File: config.mk
export PLATFORM = sky130hd
export DESIGN_NAME = hazard_sched_flat
export DESIGN_NICKNAME = d
export VERILOG_FILES = /design/src/rtl/hazard_sched_if.sv /design/src/rtl/hazard_sched.sv /design/src/flat_wrapper.sv
export SDC_FILE = /design/constraint.sdc
export NUM_CORES = 1
export LEC_CHECK = 0
export ABC_AREA = 1
export CAP_MARGIN = 20
export CELL_PAD_IN_SITES_DETAIL_PLACEMENT = 1
export CELL_PAD_IN_SITES_GLOBAL_PLACEMENT = 2
export CORE_MARGIN = 1.5
export CORE_UTILIZATION = 25
export DETAILED_ROUTE_END_ITERATION = 16
export PLACE_DENSITY = 0.88
export REMOVE_ABC_BUFFERS = 1
export SLEW_MARGIN = 25
export SYNTH_ARGS = -nofsm -noshare
export SYNTH_HDL_FRONTEND = slang
export SYNTH_SLANG_ARGS = --single-unit
File: constraint.sdc
create_clock -name clk -period 3.6 [get_ports clk]
set_input_delay 0.36 -clock clk [delete_from_list [all_inputs] [get_ports clk]]
set_output_delay 0.36 -clock clk [all_outputs]
set_load 0.005 [all_outputs]
File: src/rtl/hazard_sched_if.sv
// hazard_sched_if: bundles the ID-stage instruction fields, the EX branch
// resolution and the scheduler's control outputs between the core and
// hazard_sched. The core drives through the master modport; the scheduler
// uses the slave modport.
interface hazard_sched_if #(
  parameter int REG_W = 4,
  parameter int CNT_W = 16
);
  logic [REG_W-1:0] id_src0;
  logic [REG_W-1:0] id_src1;
  logic             id_use0;
  logic             id_use1;
  logic [REG_W-1:0] id_dst;
  logic             id_we;
  logic             id_is_load;
  logic             id_hlt;
  logic             br_ctrl;
  logic [1:0]       forwardA;
  logic [1:0]       forwardB;
  logic             stall;
  logic             flush;
  logic             prev_br_ctrl;
  logic             halted;
  logic [CNT_W-1:0] stall_cnt;
  logic [CNT_W-1:0] flush_cnt;

  modport master (
    output id_src0, id_src1, id_use0, id_use1, id_dst, id_we, id_is_load,
           id_hlt, br_ctrl,
    input  forwardA, forwardB, stall, flush, prev_br_ctrl, halted,
           stall_cnt, flush_cnt
  );

  modport slave (
    input  id_src0, id_src1, id_use0, id_use1, id_dst, id_we, id_is_load,
           id_hlt, br_ctrl,
    output forwardA, forwardB, stall, flush, prev_br_ctrl, halted,
           stall_cnt, flush_cnt
  );
endinterface

File: src/rtl/hazard_sched.sv
// hazard_sched: hazard scheduler for the 5-stage IF/ID/EX/MEM/WB core.
// Tracks the destinations of the instructions in EX, MEM and WB, produces the
// registered EX forwarding selects, the combinational load-use stall and
// branch flush, the delayed branch flag and the sticky halt.
// Optional performance counters are built when HAZ_PERF_CNT_EN is defined;
// otherwise stall_cnt/flush_cnt are tied to zero and no counter flops exist.
module hazard_sched #(
  parameter int REG_W = 4,
  parameter int CNT_W = 16
) (
  input logic         clk,
  input logic         rst_n,
  hazard_sched_if.slave bus
);

  // EX-stage entry: every field is needed (the load flag drives load-use).
  logic             ex_vld_r;
  logic             ex_we_r;
  logic             ex_ld_r;
  logic             ex_hlt_r;
  logic [REG_W-1:0] ex_dst_r;
  // MEM-stage entry: a load here is already forwardable, so no load flag.
  logic             mem_vld_r;
  logic             mem_we_r;
  logic             mem_hlt_r;
  logic [REG_W-1:0] mem_dst_r;
  // WB-stage entry: only the halt detection looks at it.
  logic             wb_vld_r;
  logic             wb_hlt_r;

  logic [1:0] fwd_a_r;
  logic [1:0] fwd_b_r;
  logic       prev_br_r;
  logic       halted_r;

  logic       hit_ex0_s;
  logic       hit_ex1_s;
  logic       hit_mem0_s;
  logic       hit_mem1_s;
  logic       load_use_s;
  logic       stall_s;
  logic       flush_s;
  logic       issue_s;
  logic [1:0] fwd_a_nxt_s;
  logic [1:0] fwd_b_nxt_s;

  // A producer is a hazard only if it is real, writes, targets a non-zero
  // register and that register is actually read by the ID instruction.
  function automatic logic src_hit(input logic vld, input logic we,
                                   input logic [REG_W-1:0] dst,
                                   input logic [REG_W-1:0] src,
                                   input logic use_src);
    return vld & we & (dst != {REG_W{1'b0}}) & (dst == src) & use_src;
  endfunction

  assign hit_ex0_s  = src_hit(ex_vld_r,  ex_we_r,  ex_dst_r,  bus.id_src0, bus.id_use0);
  assign hit_ex1_s  = src_hit(ex_vld_r,  ex_we_r,  ex_dst_r,  bus.id_src1, bus.id_use1);
  assign hit_mem0_s = src_hit(mem_vld_r, mem_we_r, mem_dst_r, bus.id_src0, bus.id_use0);
  assign hit_mem1_s = src_hit(mem_vld_r, mem_we_r, mem_dst_r, bus.id_src1, bus.id_use1);
  assign load_use_s = ex_ld_r & (hit_ex0_s | hit_ex1_s);

  // Stall/flush arbitration: halt dominates, then a taken branch squashes the
  // would-be stalled instruction, otherwise stall on a load-use hazard.
  always_comb begin
    stall_s = 1'b0;
    flush_s = 1'b0;
    if (halted_r) begin
      stall_s = 1'b1;
      flush_s = 1'b0;
    end else if (bus.br_ctrl) begin
      stall_s = 1'b0;
      flush_s = 1'b1;
    end else begin
      stall_s = load_use_s;
      flush_s = 1'b0;
    end
  end

  // The ID instruction enters EX only when nothing holds or squashes it.
  assign issue_s = ~(stall_s | flush_s | halted_r);

  // Forward-select priority: the EX-resident (newest) producer wins; its
  // result will be in MEM when the consumer reaches EX.
  always_comb begin
    fwd_a_nxt_s = 2'b00;
    fwd_b_nxt_s = 2'b00;
    if (hit_ex0_s) begin
      fwd_a_nxt_s = 2'b10;
    end else if (hit_mem0_s) begin
      fwd_a_nxt_s = 2'b01;
    end else begin
      fwd_a_nxt_s = 2'b00;
    end
    if (hit_ex1_s) begin
      fwd_b_nxt_s = 2'b10;
    end else if (hit_mem1_s) begin
      fwd_b_nxt_s = 2'b01;
    end else begin
      fwd_b_nxt_s = 2'b00;
    end
  end

  // Tracker shift EX->MEM->WB; frozen once the core has halted.
  always_ff @(posedge clk or negedge rst_n) begin
    if (!rst_n) begin
      ex_vld_r  <= 1'b0;
      ex_we_r   <= 1'b0;
      ex_ld_r   <= 1'b0;
      ex_hlt_r  <= 1'b0;
      ex_dst_r  <= {REG_W{1'b0}};
      mem_vld_r <= 1'b0;
      mem_we_r  <= 1'b0;
      mem_hlt_r <= 1'b0;
      mem_dst_r <= {REG_W{1'b0}};
      wb_vld_r  <= 1'b0;
      wb_hlt_r  <= 1'b0;
    end else if (!halted_r) begin
      ex_vld_r  <= issue_s;
      ex_we_r   <= issue_s & bus.id_we;
      ex_ld_r   <= issue_s & bus.id_is_load;
      ex_hlt_r  <= issue_s & bus.id_hlt;
      ex_dst_r  <= issue_s ? bus.id_dst : {REG_W{1'b0}};
      mem_vld_r <= ex_vld_r;
      mem_we_r  <= ex_we_r;
      mem_hlt_r <= ex_hlt_r;
      mem_dst_r <= ex_dst_r;
      wb_vld_r  <= mem_vld_r;
      wb_hlt_r  <= mem_hlt_r;
    end
  end

  // Forward selects registered for the EX cycle; a bubble gets 2'b00 and the
  // selects hold while halted.
  always_ff @(posedge clk or negedge rst_n) begin
    if (!rst_n) begin
      fwd_a_r <= 2'b00;
      fwd_b_r <= 2'b00;
    end else if (halted_r) begin
      fwd_a_r <= fwd_a_r;
      fwd_b_r <= fwd_b_r;
    end else if (stall_s || flush_s) begin
      fwd_a_r <= 2'b00;
      fwd_b_r <= 2'b00;
    end else begin
      fwd_a_r <= fwd_a_nxt_s;
      fwd_b_r <= fwd_b_nxt_s;
    end
  end

  // Delayed branch flag and sticky halt once HLT has reached WB.
  always_ff @(posedge clk or negedge rst_n) begin
    if (!rst_n) begin
      prev_br_r <= 1'b0;
      halted_r  <= 1'b0;
    end else begin
      prev_br_r <= bus.br_ctrl;
      halted_r  <= halted_r | (wb_vld_r & wb_hlt_r);
    end
  end

`ifdef HAZ_PERF_CNT_EN
  logic [CNT_W-1:0] stall_cnt_r;
  logic [CNT_W-1:0] flush_cnt_r;

  // Saturating counts of load-use stall cycles and taken-branch flushes.
  always_ff @(posedge clk or negedge rst_n) begin
    if (!rst_n) begin
      stall_cnt_r <= {CNT_W{1'b0}};
      flush_cnt_r <= {CNT_W{1'b0}};
    end else begin
      if (stall_s && !halted_r && (stall_cnt_r != {CNT_W{1'b1}})) begin
        stall_cnt_r <= stall_cnt_r + {{(CNT_W-1){1'b0}}, 1'b1};
      end
      if (flush_s && (flush_cnt_r != {CNT_W{1'b1}})) begin
        flush_cnt_r <= flush_cnt_r + {{(CNT_W-1){1'b0}}, 1'b1};
      end
    end
  end

  assign bus.stall_cnt = stall_cnt_r;
  assign bus.flush_cnt = flush_cnt_r;
`else
  assign bus.stall_cnt = {CNT_W{1'b0}};
  assign bus.flush_cnt = {CNT_W{1'b0}};
`endif

  assign bus.forwardA     = fwd_a_r;
  assign bus.forwardB     = fwd_b_r;
  assign bus.stall        = stall_s;
  assign bus.flush        = flush_s;
  assign bus.prev_br_ctrl = prev_br_r;
  assign bus.halted       = halted_r;

endmodule

File: src/flat_wrapper.sv
// flat-port wrapper written by rule: the top's interface ports become plain ports
module hazard_sched_flat 
#(
  parameter int REG_W = 4,
  parameter int CNT_W = 16
)
  (clk, rst_n, bus_id_src0, bus_id_src1, bus_id_use0, bus_id_use1, bus_id_dst, bus_id_we, bus_id_is_load, bus_id_hlt, bus_br_ctrl, bus_forwardA, bus_forwardB, bus_stall, bus_flush, bus_prev_br_ctrl, bus_halted, bus_stall_cnt, bus_flush_cnt);
  hazard_sched_if #(.REG_W(REG_W), .CNT_W(CNT_W)) bus_i ();
  input logic clk;
  input logic rst_n;
  input wire logic [$bits(bus_i.id_src0)-1:0] bus_id_src0;
  input wire logic [$bits(bus_i.id_src1)-1:0] bus_id_src1;
  input wire logic [$bits(bus_i.id_use0)-1:0] bus_id_use0;
  input wire logic [$bits(bus_i.id_use1)-1:0] bus_id_use1;
  input wire logic [$bits(bus_i.id_dst)-1:0] bus_id_dst;
  input wire logic [$bits(bus_i.id_we)-1:0] bus_id_we;
  input wire logic [$bits(bus_i.id_is_load)-1:0] bus_id_is_load;
  input wire logic [$bits(bus_i.id_hlt)-1:0] bus_id_hlt;
  input wire logic [$bits(bus_i.br_ctrl)-1:0] bus_br_ctrl;
  output wire logic [$bits(bus_i.forwardA)-1:0] bus_forwardA;
  output wire logic [$bits(bus_i.forwardB)-1:0] bus_forwardB;
  output wire logic [$bits(bus_i.stall)-1:0] bus_stall;
  output wire logic [$bits(bus_i.flush)-1:0] bus_flush;
  output wire logic [$bits(bus_i.prev_br_ctrl)-1:0] bus_prev_br_ctrl;
  output wire logic [$bits(bus_i.halted)-1:0] bus_halted;
  output wire logic [$bits(bus_i.stall_cnt)-1:0] bus_stall_cnt;
  output wire logic [$bits(bus_i.flush_cnt)-1:0] bus_flush_cnt;
  assign bus_i.id_src0 = bus_id_src0;
  assign bus_i.id_src1 = bus_id_src1;
  assign bus_i.id_use0 = bus_id_use0;
  assign bus_i.id_use1 = bus_id_use1;
  assign bus_i.id_dst = bus_id_dst;
  assign bus_i.id_we = bus_id_we;
  assign bus_i.id_is_load = bus_id_is_load;
  assign bus_i.id_hlt = bus_id_hlt;
  assign bus_i.br_ctrl = bus_br_ctrl;
  assign bus_forwardA = bus_i.forwardA;
  assign bus_forwardB = bus_i.forwardB;
  assign bus_stall = bus_i.stall;
  assign bus_flush = bus_i.flush;
  assign bus_prev_br_ctrl = bus_i.prev_br_ctrl;
  assign bus_halted = bus_i.halted;
  assign bus_stall_cnt = bus_i.stall_cnt;
  assign bus_flush_cnt = bus_i.flush_cnt;
  hazard_sched #(.REG_W(REG_W), .CNT_W(CNT_W)) u_core (.clk(clk), .rst_n(rst_n), .bus(bus_i));
endmodule
### Word-level counts from Yosys, hierarchy flattened

Cells that the tools add are included.

| cells by class | value |
|---|---|
| eq/ne operators | 4 |
| bitwise operators | 22 |
| muxes and demuxes | 11 |
| reduce and logical (&&, ||, !) cells | 3 |

Operators by type and width:

| operator | count |
|---|---|
| bitwise AND 1 bit | 17 |
| == test 4 bit | 4 |
| two-way mux 2 bit | 4 |
| nonzero test 4 bit | 2 |
| two-way mux 1 bit | 6 |
| two-way mux 4 bit | 1 |
| bitwise OR 1 bit | 4 |
| logical OR 1 bit | 1 |
| inverter 1 bit | 1 |

| word-level totals | value |
|---|---|
| bits of input ports | 20 |
| logic and storage cells | 55 |
| output and inout port bits | 40 |
| bits in registers | 23 |

### Logic depth before layout (Yosys ltp)

Gate-level depths: netlist of run 1.

| depth | value |
|---|---|
| depth in word-level cells | 12 |
| mapped depth | 11 |

### Least setup slack after synthesis of run 1

OpenSTA, ideal clock, no wires.

| timing path | value |
|---|---|
| path kind | reg-to-output |
| from | reg u_core.ex_dst_r[2] |
| to | out bus_stall |
| setup slack | 2.206 ns |
| stages on the path, launching flop included | 10 |
| arrival | 1.034 ns |
| path buffers | 0 |
| cells stage by stage | dfrtp_1 -> inv_2 -> nand2_1 -> nand2_1 -> nand2_1 -> nor2_1 -> nand2_1 -> nand2_1 -> nand2_2 -> o21ai_1 |

| between the ends | value |
|---|---|
| word-level cells in the longest chain between the ends | 8 |
| elaborated cells on any way between the ends | 12 |
| classes of those cells | eq/ne (2); mux (2); bitwise (7); reduce/logical (1) |

RTL lines:

| item | line | source |
|---|---|---|
| start, declared | hazard_sched.sv:21 | `logic [REG_W-1:0] ex_dst_r;` |
| start signal, assigned | hazard_sched.sv:110 | `ex_dst_r <= {REG_W{1'b0}};` |
| start signal, assigned | hazard_sched.sv:122 | `ex_dst_r <= issue_s ? bus.id_dst : {REG_W{1'b0}};` |
| nonzero test 4 bit | hazard_sched.sv:53 | `return vld & we & (dst != {REG_W{1'b0}}) & (dst == src) & use_src;` |
| bitwise AND 1 bit (3 in series) | hazard_sched.sv:53 |  |
| bitwise OR 1 bit * | hazard_sched.sv:60 | `assign load_use_s = ex_ld_r & (hit_ex0_s \| hit_ex1_s);` |
| bitwise AND 1 bit * | hazard_sched.sv:60 |  |
| two-way mux 1 bit * | hazard_sched.sv:70 | `end else if (bus.br_ctrl) begin` |
| two-way mux 1 bit * | hazard_sched.sv:67 | `if (halted_r) begin` |
| end, declared | flat_wrapper.sv:22 | `output wire logic [$bits(bus_i.stall)-1:0] bus_stall;` |

Mark *: on every way between the ends. The rest lies on a longest branch, timed or not.

### Worst setup path in the final report of run 1

| timing path | value |
|---|---|
| from | in bus_id_src1[1] |
| to | out bus_stall |

| between the ends | value |
|---|---|
| word-level cells in the longest chain between the ends | 7 |

RTL lines:

| item | line | source |
|---|---|---|
| start, declared | flat_wrapper.sv:12 | `input wire logic [$bits(bus_i.id_src1)-1:0] bus_id_src1;` |
| == test 4 bit | hazard_sched.sv:53 |  |
| bitwise AND 1 bit (2 in series) | hazard_sched.sv:53 |  |
| bitwise OR 1 bit | hazard_sched.sv:60 |  |
| bitwise AND 1 bit | hazard_sched.sv:60 |  |
| two-way mux 1 bit | hazard_sched.sv:70 |  |
| two-way mux 1 bit | hazard_sched.sv:67 |  |

No other way between the ends.

==> reports/metrics.cfg, run 1 <==
[outcome]
status=finished clean

[clock_network]
htree_levels=1
cts_buffers=3
cts_hold_buf=0
clk_pin_slew_worst_paths_ns=0.09
cts_resized=0
clk_path_buf_depth=2
postCtsSetupBuffers=0
clock_latency_ns=0.27
clock-sinks=23
cts_tree=yes
clockRootBuffer=clkbuf_8

[global_route]
antenna_found_initial=0
grt_overflow=0
grt_pass1_vias=1372
grt_max_degree=24
grt_usage_pct=11.3
grt_pass1_wl_mm=6.51

[floorplanning]
rows=29
die_w_um=83.6
dieHeight_um=83.6
core-area_um2=6310
initial_core_util_pct=25.7
io_pins=60
fp.dieArea_um2=6990

[power]
power.density_nw_per_um2=287
peakVddDrop_uv=130
p_leak_nw=1.02
power_uw=534

[setup_path]
criticalPathCategory=in2out
r2r-start=u_core.ex_dst_r[2]
cp-end-kind=output port
worst_r2r_endpoint=u_core.ex_ld_r
crit_start=bus_id_src1[1]
crit_path_start_kind=input pin
crit_end=bus_stall
cp_max_fo=13
critical_path_required_ns=3.24
crit_arrival_ns=2.24
worstRegToRegCells=10
rrSetupSlack_ns=2.09

[sta]
finalCritPeriodShare_pct=72.3
rsz0062_at_grt=no
setup_viol=0
hold_ws_ns=0.0550
hold_viol=0
skew_ns=0.00913
slew_viol_final=0
finalSetupTns_ns=0
tightest_slew_ns=0.526
slew_headroom_pct=64.9
fin_crit_ns=2.60
max_freq_mhz=384

[placed_design]
dpl_cell_area_um2=1810
gp_congestion=0.804
hpwl_mm=2.98
port_buffers=27

[routing]
vias=1404
postRouteWirelength_mm=3.78
drt-wirelength-per-cell_um=11.0
drtAntennaViolNets=0
first_iter_violations=59
dr.pass1.iters=4
drcViolationCount=0
avgViaCountPerCell=4.08

[synth]
yosysMostFrequentCell=nand2_1
synth_area_leaders=dfrtp_1, nand2_1, buf_4
yosysWarnings=0
synthFlopType=dfrtp_1
synth_top_area_cell=dfrtp_1
async_flop_share_pct=100
ys_top_cells_by_count=nand2_1, buf_4, dfrtp_1, inv_1, nor2_1
yosysSeqAreaShare_pct=35.4
ys_ff_latch=23
synth_cells=242
syn_area_per_cell_um2=6.71
synth_top_area_share_pct=35.4
synth_area_um2=1620
synth_edf_count=0
yosysUniqueCellTypes=17

[layout]
multi_input_comb_area_um2=767
fill_cells=830
areaGrowthSynthToFinish_pct=14.5
regArea_um2=576
num_antenna_cells=0
drive_above_1_share_pct=5.24
final_nets=288
fin_area_um2=1860

[worst_hold_path]
hold_class=in2async

[run]
drv_cap=0

## worst min-delay path by stage
stage / from / end / slack [ns]
floorplan: rst_n / u_core.bus.forwardA[0] / 0.06
global placement: u_core.wb_vld_r / u_core.bus.halted / 0.45
detailed placement: rst_n / u_core.bus.forwardB[1] / 0.37
CTS: rst_n / u_core.ex_hlt_r / 0.07
global route: rst_n / u_core.ex_hlt_r / 0.08
finish: rst_n / u_core.bus.forwardB[1] / 0.05
## layout by cell type (no fill, tap or decap), drive strengths merged
cell,count
o21ai,9
nand3,7
buf,2
clkbuf,3
a21oi,1
a21boi,1
xor2,2
nor2,21
nand4,11
clkdlybuf4s50,26
clkinv,1
nand2,101
conb,32
dfrtp,23
inv,27
## stage by stage
stage	utilization, %	cells	worst slack, ns
after floorplan	-	235	2.13
after detailed placement	28.7	340	1.00
after global placement	28.8	340	1.02
after CTS	29.4	344	0.985
after global routing	29.4	344	0.789
final	29.4	344	0.997
## layout make-up
type / count / share of cell area, %
Timing Repair Buffer: 28 / 14.7
Sequential cell: 23 / 31.0
Clock buffer: 3 / 2.22
Inverter: 27 / 5.45
Clock inverter: 1 / 0.269
Tap cell: 77 / 5.18
Multi-Input combinational cell: 185 / 41.3
## per-layer routing
metal,wire length (um),GRT usage (%),up-vias
li1,-,-,719
met1,1850,15.7,645
met2,1770,19.2,38
met3,138,1.29,2
met4,23,2.24,0
met5,0,0,-
## kinds of logic after synthesis
family,synth area share (%)
AND/OR/NAND/NOR,35.2
other,0.231
XOR/XNOR,1.08
buffers and inverters,24.5
flip-flops,35.4
AO/OA/AOI/OAI,3.54
## critical path, stage by stage
cell and delay [ns]:
clkdlybuf4s50_1 0.51, inv_1 0.08, nand2_1 0.08, nand3_1 0.10, nor2_1 0.12, nand2_1 0.06
nand2_1 0.08, nand2_2 0.17, o21ai_1 0.17, clkdlybuf4s50_1 0.51
## power breakdown
| group | switching, mW | internal, mW | leakage [nW] | total, mW |
|---|---|---|---|---|
| combinational | 0.0528 | 0.0376 | 0.704 | 0.0904 |
| sequential | 0.0114 | 0.269 | 0.292 | 0.280 |
| clock | 0.0861 | 0.0773 | 0.0255 | 0.163 |
## sequential cells by signal, summed over array words and instances (netlist names)
signal and cells:
u_core.mem_we_r 1, u_core.bus.prev_br_ctrl 1, u_core.ex_vld_r 1, u_core.mem_dst_r 4
u_core.ex_we_r 1, u_core.mem_hlt_r 1, u_core.bus.forwardA 2, u_core.ex_ld_r 1
u_core.wb_hlt_r 1, u_core.wb_vld_r 1, u_core.mem_vld_r 1, u_core.bus.forwardB 2
u_core.bus.halted 1, u_core.ex_dst_r 4, u_core.ex_hlt_r 1
Power figures use the tool's default switching activity.
==> run 2: changes to the inputs <==
--- a/config.mk
+++ b/config.mk
@@ -10,9 +10,9 @@
 export CELL_PAD_IN_SITES_DETAIL_PLACEMENT = 1
 export CELL_PAD_IN_SITES_GLOBAL_PLACEMENT = 2
 export CORE_MARGIN = 1.5
-export CORE_UTILIZATION = 25
+export CORE_UTILIZATION = 21
 export DETAILED_ROUTE_END_ITERATION = 16
-export PLACE_DENSITY = 0.88
+export PLACE_DENSITY = 0.79
 export REMOVE_ABC_BUFFERS = 1
 export SLEW_MARGIN = 25
 export SYNTH_ARGS = -nofsm -noshare
==> constraint.sdc (replaced) <==
create_clock -name clk -period 2.3 [get_ports clk]
set_input_delay 0.23 -clock clk [delete_from_list [all_inputs] [get_ports clk]]
set_output_delay 0.23 -clock clk [all_outputs]
set_load 0.005 [all_outputs]
==> run 2 against run 1 <==
Compared with the run above: global-route usage decreased by 1.2 points; largest power group unchanged; total power grew 59%; clock skew decreased by 0.0056 ns; die area increased by 18%; clock power increased by 61%; largest cell class unchanged.
==> reports/metrics.cfg, run 2 (synthesized netlist as in run 1, its figures left out) <==
[global_route]
grt-busiest-layer=met2
grt_max_degree=24  ; unchanged
use_met2_pct=16.2  ; -3.0 points
gr-usage-met1_pct=14.6  ; -1.0 points
antenna_found_initial=0  ; unchanged
grt_pass1_wl_mm=6.82  ; +4.8%
grt_overflow=0  ; unchanged
grt_pass1_vias=1402  ; +2.2%
grt_usage_pct=10.1  ; -1.2 points
grt_use_met3_pct=1.17  ; -0.11 points

[routing]
drtAntennaViolNets=0  ; unchanged
drcViolationCount=0  ; unchanged
first_iter_violations=39  ; -34%
drt-wirelength-per-cell_um=10.9  ; -0.73%
dr.pass1.iters=4  ; unchanged
avgViaCountPerCell=3.80  ; -6.8%
postRouteWirelength_mm=4.06  ; +7.4%
vias=1415  ; +0.78%

[sta]
hold_viol=0  ; unchanged
setup_viol=0  ; unchanged
rsz0062_at_grt=no
fin_crit_ns=1.82
max_freq_mhz=549
layout_setup_ws_ns=0.478  ; -0.519 ns
skew_ns=0.00352  ; -0.00561 ns
finalCritPeriodShare_pct=79.2
finalSetupTns_ns=0  ; unchanged
slew_viol_final=0  ; unchanged

[setup_path]
critical_path_required_ns=2.07  ; -1.17 ns
crit_path_start_kind=flop
rrSetupSlack_ns=0.78  ; -1.31 ns
worstRegToRegCells=11  ; +1
cp-end-kind=output port
r2r-start=u_core.ex_dst_r[2]
crit_arrival_ns=1.59  ; -0.65 ns
worst_r2r_endpoint=u_core.bus.forwardA[0]
cp_max_fo=5  ; -8
criticalPathCategory=reg2out

[power]
peakVddDrop_uv=223  ; +72%
power.density_nw_per_um2=437  ; +52%
p_leak_nw=1.05  ; +2.4%

[floorplanning]
io_pins=60  ; unchanged
die_w_um=90.9  ; +8.8%
fp.dieArea_um2=8270  ; +18%
core-area_um2=7370  ; +17%
rows=31  ; +6.9%
initial_core_util_pct=22.0  ; -3.7 points
dieHeight_um=90.9  ; +8.8%

[clock_network]
cts_buffers=3  ; unchanged
clk_pin_slew_worst_paths_ns=0.09  ; about the same
htree_levels=1  ; unchanged
clk_path_buf_depth=2  ; unchanged
clock-sinks=23  ; unchanged
clock_latency_ns=0.27  ; about the same
clockRootBuffer=clkbuf_8
cts_tree=yes

[layout]
final_nets=294  ; +2.1%
layout_common_cells=nand2_1, conb_1, clkdlybuf4s50_1
reg_top3=u_core.ex_dst_r (4), u_core.mem_dst_r (4)
drive_above_1_share_pct=7.69  ; +2.4 points
stdcell_count=372  ; +8.1%
areaGrowthSynthToFinish_pct=19.6
fin_util_pct=26.3  ; -3.1 points
final_common_cell=nand2_1
num_antenna_cells=0  ; unchanged
fin_area_um2=1940  ; +4.4%

[placed_design]
port_buffers=27  ; unchanged
dpl_cell_area_um2=1880  ; +3.9%
gp_congestion=0.820  ; +2.1%
hpwl_mm=3.13  ; +5.0%
pre_cts_slack_ns=0.103  ; -0.900 ns
placed_cells_incl_taps=367  ; +7.9%

[worst_hold_path]
hold_class=in2async

[run]
drv_cap=0  ; unchanged

[outcome]
status=finished clean

-- run 2: worst max-delay path by stage --
stage	depth (start not counted)	slack [ns]	from	to
after global placement	10	0.13	bus_id_src1[1]	bus_stall
after CTS	10	0.01	u_core.ex_dst_r[2]	bus_stall
after floorplan	9	0.96	u_core.ex_dst_r[2]	bus_stall
final	10	0.48	u_core.ex_dst_r[2]	bus_stall
after detailed placement	10	0.10	bus_id_src1[1]	bus_stall
after global routing	10	0.28	u_core.ex_dst_r[2]	bus_stall
-- run 2: what timing repair did --
action                                  4_1_cts  5_1_grt
gates resized for setup                       0        3
hold buffers                                  0        0
endpoints found under the setup margin        0        1
setup buffers                                 0        1
-- run 2: critical path: stages, from the launching register on --
cell and delay [ns]:
dfrtp_2 0.46, inv_2 0.11, nand2_1 0.05, nand2_1 0.05, nand2_1 0.06, nor2_1 0.12, nand2_1 0.06, nand2_1 0.10
nand2_2 0.06, o21ai_1 0.11, dlymetal6s2s_1 0.13
-- run 2: final cells by class --
| type | instances | area, um^2 |
|---|---|---|
| Fill cell | 970 | 5430 |
| Sequential cell | 23 | 578 |
| Clock buffer | 3 | 41.3 |
| Multi-Input combinational cell | 185 | 767 |
| Clock inverter | 1 | 5.00 |
| Timing Repair Buffer | 34 | 325 |
| Tap cell | 99 | 124 |
| Inverter | 27 | 101 |
-- run 2: layer usage --
| metal | up-vias | share of wire (%) |
|---|---|---|
| met5 | - | 0 |
| li1 | 731 | - |
| met3 | 2 | 3.3 |
| met4 | 0 | 0.57 |
| met1 | 645 | 51 |
| met2 | 37 | 45 |
-- run 2: power by group --
group / internal, mW / total [mW] / switching [mW]
Clock: 0.121 / 0.262 / 0.141
Sequential: 0.421 / 0.439 / 0.0176
Combinational: 0.0642 / 0.149 / 0.0847
Total: 0.606 / 0.849 / 0.243
-- run 2: through the flow --
| step | total power [mW] | hold slack [ns] |
|---|---|---|
| final | 0.849 | 0.307 |
| after global routing | 0.902 | 0.346 |
| after CTS | 0.854 | 0.324 |
| after detailed placement | 0.595 | 0.461 |
| after global placement | 0.593 | 0.450 |
| after floorplan | 0.518 | -0.0656 |
